**config.mk**
```make
export PLATFORM = sky130hd
export DESIGN_NAME = load_line
export DESIGN_NICKNAME = d
export VERILOG_FILES = /design/src/rtl/load_line_pkg.sv /design/src/rtl/load_line_line_assembler.sv /design/src/rtl/load_line.sv
export SDC_FILE = /design/constraint.sdc
export NUM_CORES = 1
export LEC_CHECK = 0
export ABC_AREA = 1
export ABC_CLOCK_PERIOD_IN_PS = 2700
export CORE_AREA = 2 2 292 294
export DETAILED_ROUTE_END_ITERATION = 10
export DIE_AREA = 0 0 294 296
export SYNTH_ARGS = -nofsm -noshare
export SYNTH_HDL_FRONTEND = slang
export SYNTH_SLANG_ARGS = --single-unit
```
**constraint.sdc**
```tcl
create_clock -name clk -period 2.7 [get_ports clk]
set_clock_uncertainty 0.1 [all_clocks]
set_input_delay 0.54 -clock clk [delete_from_list [all_inputs] [get_ports clk]]
set_output_delay 0.54 -clock clk [all_outputs]
set_load 0.01 [all_outputs]
```
**src/rtl/load_line_pkg.sv**
```systemverilog
// Shared system-bus definitions: FSM state encoding for the line
// fetchers, bus opcode / target codes and the cache-line offset width.
// Used by load_line and store_data.
//
// Contents:
//   sysbus_state_t  - IDLE / ARB / ADDR / RESP / READY
//   SYSBUS_READ, SYSBUS_WRITE, SYSBUS_MEMORY - tag fields
//   LINE_OFFSET_W   - byte offset bits within a 64-byte line
//   sysbus_tag()    - builds a request tag from opcode and target
package load_line_pkg;

    typedef enum logic [2:0] {
        IDLE  = 3'd0,
        ARB   = 3'd1,
        ADDR  = 3'd2,
        RESP  = 3'd3,
        READY = 3'd4
    } sysbus_state_t;

    localparam int unsigned SYSBUS_WRITE  = 0;
    localparam int unsigned SYSBUS_READ   = 1;
    localparam int unsigned SYSBUS_MEMORY = 1;
    localparam int unsigned LINE_OFFSET_W = 6;

    // Opcode lives in bits [15:12], target in bits [11:8].
    function automatic int unsigned sysbus_tag(input int unsigned op, input int unsigned target);
        return (op << 12) | (target << 8);
    endfunction

endpackage

```
**src/rtl/load_line_line_assembler.sv**
```systemverilog
// line_assembler: beat-indexed capture register for one cache line.
//
// Ports:
//   clk, reset - clock, synchronous active-high reset (clears line)
//   clear      - clears the whole line (start of a new fetch)
//   we, idx    - write beat into slot idx
//   beat       - incoming beat data
//   line       - assembled line, slot k at line[k*BEAT_WIDTH +: BEAT_WIDTH]
module line_assembler #(
    parameter int BEAT_WIDTH = 64,
    parameter int BEATS      = 8,
    parameter int IDX_W      = 3
) (
    input  logic                        clk,
    input  logic                        reset,
    input  logic                        clear,
    input  logic                        we,
    input  logic [IDX_W-1:0]            idx,
    input  logic [BEAT_WIDTH-1:0]       beat,
    output logic [BEATS*BEAT_WIDTH-1:0] line
);

    always_ff @(posedge clk) begin
        if (reset || clear) begin
            line <= '0;
        end else if (we) begin
            for (int i = 0; i < BEATS; i++) begin
                if (idx == IDX_W'(i)) begin
                    line[i*BEAT_WIDTH +: BEAT_WIDTH] <= beat;
                end
            end
        end
    end

endmodule

```
**src/rtl/load_line.sv**
```systemverilog
// load_line: fetches one cache line over the system bus.
// Arbitrates for the bus, issues a line-aligned read request, collects
// BEATS response beats into a line register and presents it with ready.
//
// Ports:
//   clk, reset             - clock, synchronous active-high reset
//   enable, addr           - start a fetch (accepted in IDLE/READY), byte address
//   abtr_reqcyc/grant      - arbiter request / grant
//   main_bus_req*          - request channel (cyc, address, tag, ack)
//   main_bus_resp*         - response channel (cyc, data, tag, ack)
//   bus_busy               - high while the request/response is in flight
//   ready, data            - assembled line valid / line contents
//
// Build option: LOAD_LINE_TAG_CHECK_EN - only accept response beats whose
// tag matches the issued request tag; otherwise every beat is accepted.
//
// state | meaning
// IDLE  | no fetch, waiting for enable
// ARB   | requesting the bus from the arbiter
// ADDR  | driving the read request until reqack
// RESP  | collecting response beats
// READY | line valid, waiting for the next enable
module load_line
    import load_line_pkg::*;
#(
    parameter int BUS_DATA_WIDTH = 64,
    parameter int BUS_TAG_WIDTH  = 13,
    parameter int BEATS          = 8
) (
    input  logic                            clk,
    input  logic                            reset,
    input  logic                            enable,
    input  logic [BUS_DATA_WIDTH-1:0]       addr,
    output logic                            abtr_reqcyc,
    input  logic                            abtr_grant,
    output logic                            main_bus_reqcyc,
    output logic [BUS_DATA_WIDTH-1:0]       main_bus_req,
    output logic [BUS_TAG_WIDTH-1:0]        main_bus_reqtag,
    input  logic                            main_bus_reqack,
    input  logic                            main_bus_respcyc,
    input  logic [BUS_DATA_WIDTH-1:0]       main_bus_resp,
    input  logic [BUS_TAG_WIDTH-1:0]        main_bus_resptag,
    output logic                            main_bus_respack,
    output logic                            bus_busy,
    output logic                            ready,
    output logic [BEATS*BUS_DATA_WIDTH-1:0] data
);

    localparam int CNT_W = (BEATS > 1) ? $clog2(BEATS) : 1;
    localparam logic [CNT_W-1:0] LAST_BEAT = CNT_W'(BEATS - 1);
    localparam logic [BUS_TAG_WIDTH-1:0] REQ_TAG =
        BUS_TAG_WIDTH'(sysbus_tag(SYSBUS_READ, SYSBUS_MEMORY));
    localparam logic [BUS_DATA_WIDTH-1:0] LINE_MASK =
        ~BUS_DATA_WIDTH'((1 << LINE_OFFSET_W) - 1);

    sysbus_state_t             state;
    logic [CNT_W-1:0]          beat_cnt;
    logic [BUS_DATA_WIDTH-1:0] addr_q;
    logic                      accept;
    logic                      tag_ok;
    logic                      beat_acc;

`ifdef LOAD_LINE_TAG_CHECK_EN
    assign tag_ok = (main_bus_resptag == REQ_TAG);
`else
    // Tag is not qualified in this build; the reduction only keeps the port consumed.
    assign tag_ok = 1'b1 | (^main_bus_resptag);
`endif

    assign accept           = enable && ((state == IDLE) || (state == READY));
    // Beat handshake is combinational so a beat is acked in the cycle it is offered.
    assign beat_acc         = (state == RESP) && main_bus_respcyc && tag_ok;
    assign main_bus_respack = beat_acc;

    always_ff @(posedge clk) begin
        if (reset) begin
            state           <= IDLE;
            beat_cnt        <= '0;
            addr_q          <= '0;
            abtr_reqcyc     <= 1'b0;
            main_bus_reqcyc <= 1'b0;
            main_bus_req    <= '0;
            main_bus_reqtag <= '0;
            bus_busy        <= 1'b0;
            ready           <= 1'b0;
        end else begin
            case (state)
                IDLE, READY: begin
                    if (enable) begin
                        state       <= ARB;
                        addr_q      <= addr;
                        abtr_reqcyc <= 1'b1;
                        ready       <= 1'b0;
                    end
                end
                ARB: begin
                    if (abtr_grant) begin
                        state           <= ADDR;
                        abtr_reqcyc     <= 1'b0;
                        main_bus_reqcyc <= 1'b1;
                        main_bus_req    <= addr_q & LINE_MASK;
                        main_bus_reqtag <= REQ_TAG;
                        bus_busy        <= 1'b1;
                    end
                end
                ADDR: begin
                    if (main_bus_reqack) begin
                        state           <= RESP;
                        main_bus_reqcyc <= 1'b0;
                        main_bus_req    <= '0;
                        main_bus_reqtag <= '0;
                    end
                end
                RESP: begin
                    if (beat_acc) begin
                        if (beat_cnt == LAST_BEAT) begin
                            state    <= READY;
                            beat_cnt <= '0;
                            bus_busy <= 1'b0;
                            ready    <= 1'b1;
                        end else begin
                            beat_cnt <= beat_cnt + CNT_W'(1);
                        end
                    end
                end
                default: begin
                    state <= IDLE;
                end
            endcase
        end
    end

    // A new fetch clears the line so stale beats never leak into it.
    line_assembler #(
        .BEAT_WIDTH (BUS_DATA_WIDTH),
        .BEATS      (BEATS),
        .IDX_W      (CNT_W)
    ) u_line_assembler (
        .clk   (clk),
        .reset (reset),
        .clear (accept),
        .we    (beat_acc),
        .idx   (beat_cnt),
        .beat  (main_bus_resp),
        .line  (data)
    );

endmodule

```
==> metrics.cfg <==
[outcome]
status = finished, final reports clean

[finish]
fin_area_um2 = 33200
final_common_cell = nand2_1
post-route-util_pct = 39.4
drive_above_1_share_pct = 7.03
fin_nets = 3631
final_cell_mix = 1135 x nand2_1, 702 x clkdlybuf4s50_1, 637 x dfxtp_1, 555 x a21oi_1, 127 x nor2_1
area_growth_pct = 44.3

[floorplan]
core-area_um2 = 84200
fp.dieW_um = 294
io_pins = 741
die_area_um2 = 87000
rows = 107
start_util_pct = 27.3
die-height_um = 296

[pwr]
peakVddDrop_mv = 0.499
power_density_nw_per_um2 = 695
p_leak_nw = 10.8

[critical_path]
path_cells = clkdlybuf4s50_1
worst-path-max-fanout = 2
cp.arrival_ns = 1.69
path_delay_family = buffers and inverters
crit_slowest_cell = clkdlybuf4s50_1
required_ns = 2.06
path_class = flip-flop to primary output
worstSetupEndpointType = primary output
critPathMaxStageDelay_ns = 0.77
start_kind = flip-flop
path_buf_inv = 1

[synthesis]
avgSynthCellArea_um2 = 7.95
yosys_warnings = 0
yosysSeqAreaShare_pct = 55.6
synth_largest_area_cell = dfxtp_1
syn_area_um2 = 23000
yosysUniqueCellTypes = 30
synth_top_area_share_pct = 55.6
synth_area_leaders = dfxtp_1 56%, nand2_1 19%, a21oi_1 12%
ys_seq_elements = 638
synth_cells = 2893

[sta]
finalSetupTns_ns = 0
finalCriticalPeriod_ns = 2.33
finalCritPeriodShare_pct = 86.3
hold_viol = 0
rsz0062_at_grt = no
slew_headroom_pct = 48.4
tightest_slew_ns = 0.773
hold_ws_ns = 0.358
drv_slew = 0
final-setup-viol-count = 0
max_freq_mhz = 429

[global_routing]
grt_overflow = 0
grt_max_degree = 74
grtUsageTotal_pct = 19.7
first_global_vias = 19595
grt_pass1_wl_um = 130000
antenna_found_initial = 3

[route]
vias = 21078
routed_wl_um = 89600
firstDrtPassIters = 5
vias_per_cell = 4.56
ant_nets = 0
drc_errors = 0
first_iter_violations = 1103
drt-wirelength-per-cell_um = 19.4

[clocking]
clk_latency_ns = 0.59
h-tree-depth = 3
postCtsHoldBufs = 0
clkTransAtPathRegs_ns = 0.06
cts-buffers-inserted = 72
cts_setup_buffers = 0
root_buffer = clkbuf_16
cts_sinks = 638
cts_tree = done
clk_path_buf_depth = 3

[place]
placed_area_um2 = 30800
hpwlAfterDp_um = 61000
gp_congestion = 0.785
io_buffers = 704

[flow_run]
max_cap_viol_count = 0

[hold_path]
hold_class = flip-flop to flip-flop

-- final timing paths --
| check | startpoint | slack [ns] | depth (start not counted) | end |
|---|---|---|---|---|
| worst max-delay path | u_line_assembler.line[257]$_SDFFE_PP0P_ | 0.37 | 1 | data[257] |
| worst min-delay path | u_line_assembler.line[474]$_SDFFE_PP0P_ | 0.36 | 2 | u_line_assembler.line[474]$_SDFFE_PP0P_ |
| worst max register to register | state[0]$_SDFFE_PP0P_ | 0.63 | 10 | u_line_assembler.line[182]$_SDFFE_PP0P_ |
| worst min register to register | u_line_assembler.line[474]$_SDFFE_PP0P_ | 0.36 | 2 | u_line_assembler.line[474]$_SDFFE_PP0P_ |
-- synthesized netlist by cell type, drive strengths merged --
cell,number
dfxtp,638
a21oi,575
a31oi,2
conb,1
nand4,2
nor3,1
nand2,1161
inv,17
buf,204
o21ai,62
nor2,130
ha,6
clkinv,6
clkbuf,79
nand3,9
-- registers in the layout, indices dropped and copies added (netlist names), 3 cells and up --
signal,cells
beat_cnt,3
main_bus_req,58
state,3
addr_q,58
u_line_assembler.line,512
-- kinds of logic (layout without fill, tap and decap cells) --
group           after synthesis  after routing  share of synthesized area, %
compound gates              639            639                          14.3
fa+ha+maj                     6              6                         0.327
buf+inv                     306            926                          7.93
flops                       638            638                          55.6
other cells                   1             18                        0.0163
simple gates               1303           1303                          21.9
-- where the power goes --
group / total, mW / internal (mW) / leakage (nW) / switching [mW]
clock: 9.80 / 5.79 / 1.17 / 4.01
sequential: 10.0 / 9.80 / 5.15 / 0.220
combinational: 3.22 / 1.08 / 4.50 / 2.14
total: 23.0 / 16.7 / 10.8 / 6.37
-- per-layer routing --
layer / track usage, % / wire (µm) / share of wire [%]
met2: 33.2 / 42500 / 47
met3: 6.72 / 8620 / 9.6
met1: 23.7 / 36100 / 40
met4: 6.11 / 2330 / 2.6
met5: 0 / 13 / 0.015
-- stage by stage --
step                power, mW  std cells  setup slack, ns
floorplan                12.1       2909            0.938
finish                   23.0       4620            0.371
global route             24.0       4619            0.223
global placement         13.5       4494            0.130
detailed placement       13.5       4494           0.0731
CTS                      23.4       4619           0.0396
-- repair_timing --
item / in CTS / in global routing
pin swaps: 0 / 0
gates resized for setup: 1 / 1
setup endpoints to repair: 1 / 1
-- layout make-up --
type / instances / area (µm²)
clock buffer: 107 / 2140
inverter: 23 / 109
tap: 1090 / 1360
antenna: 1 / 2.50
timing repair buffer: 778 / 8050
multi-input combinational: 1965 / 8500
fill: 8576 / 51000
clock inverter: 18 / 231
sequential: 638 / 12800
Note: power is estimated with default switching activity, not from simulation.
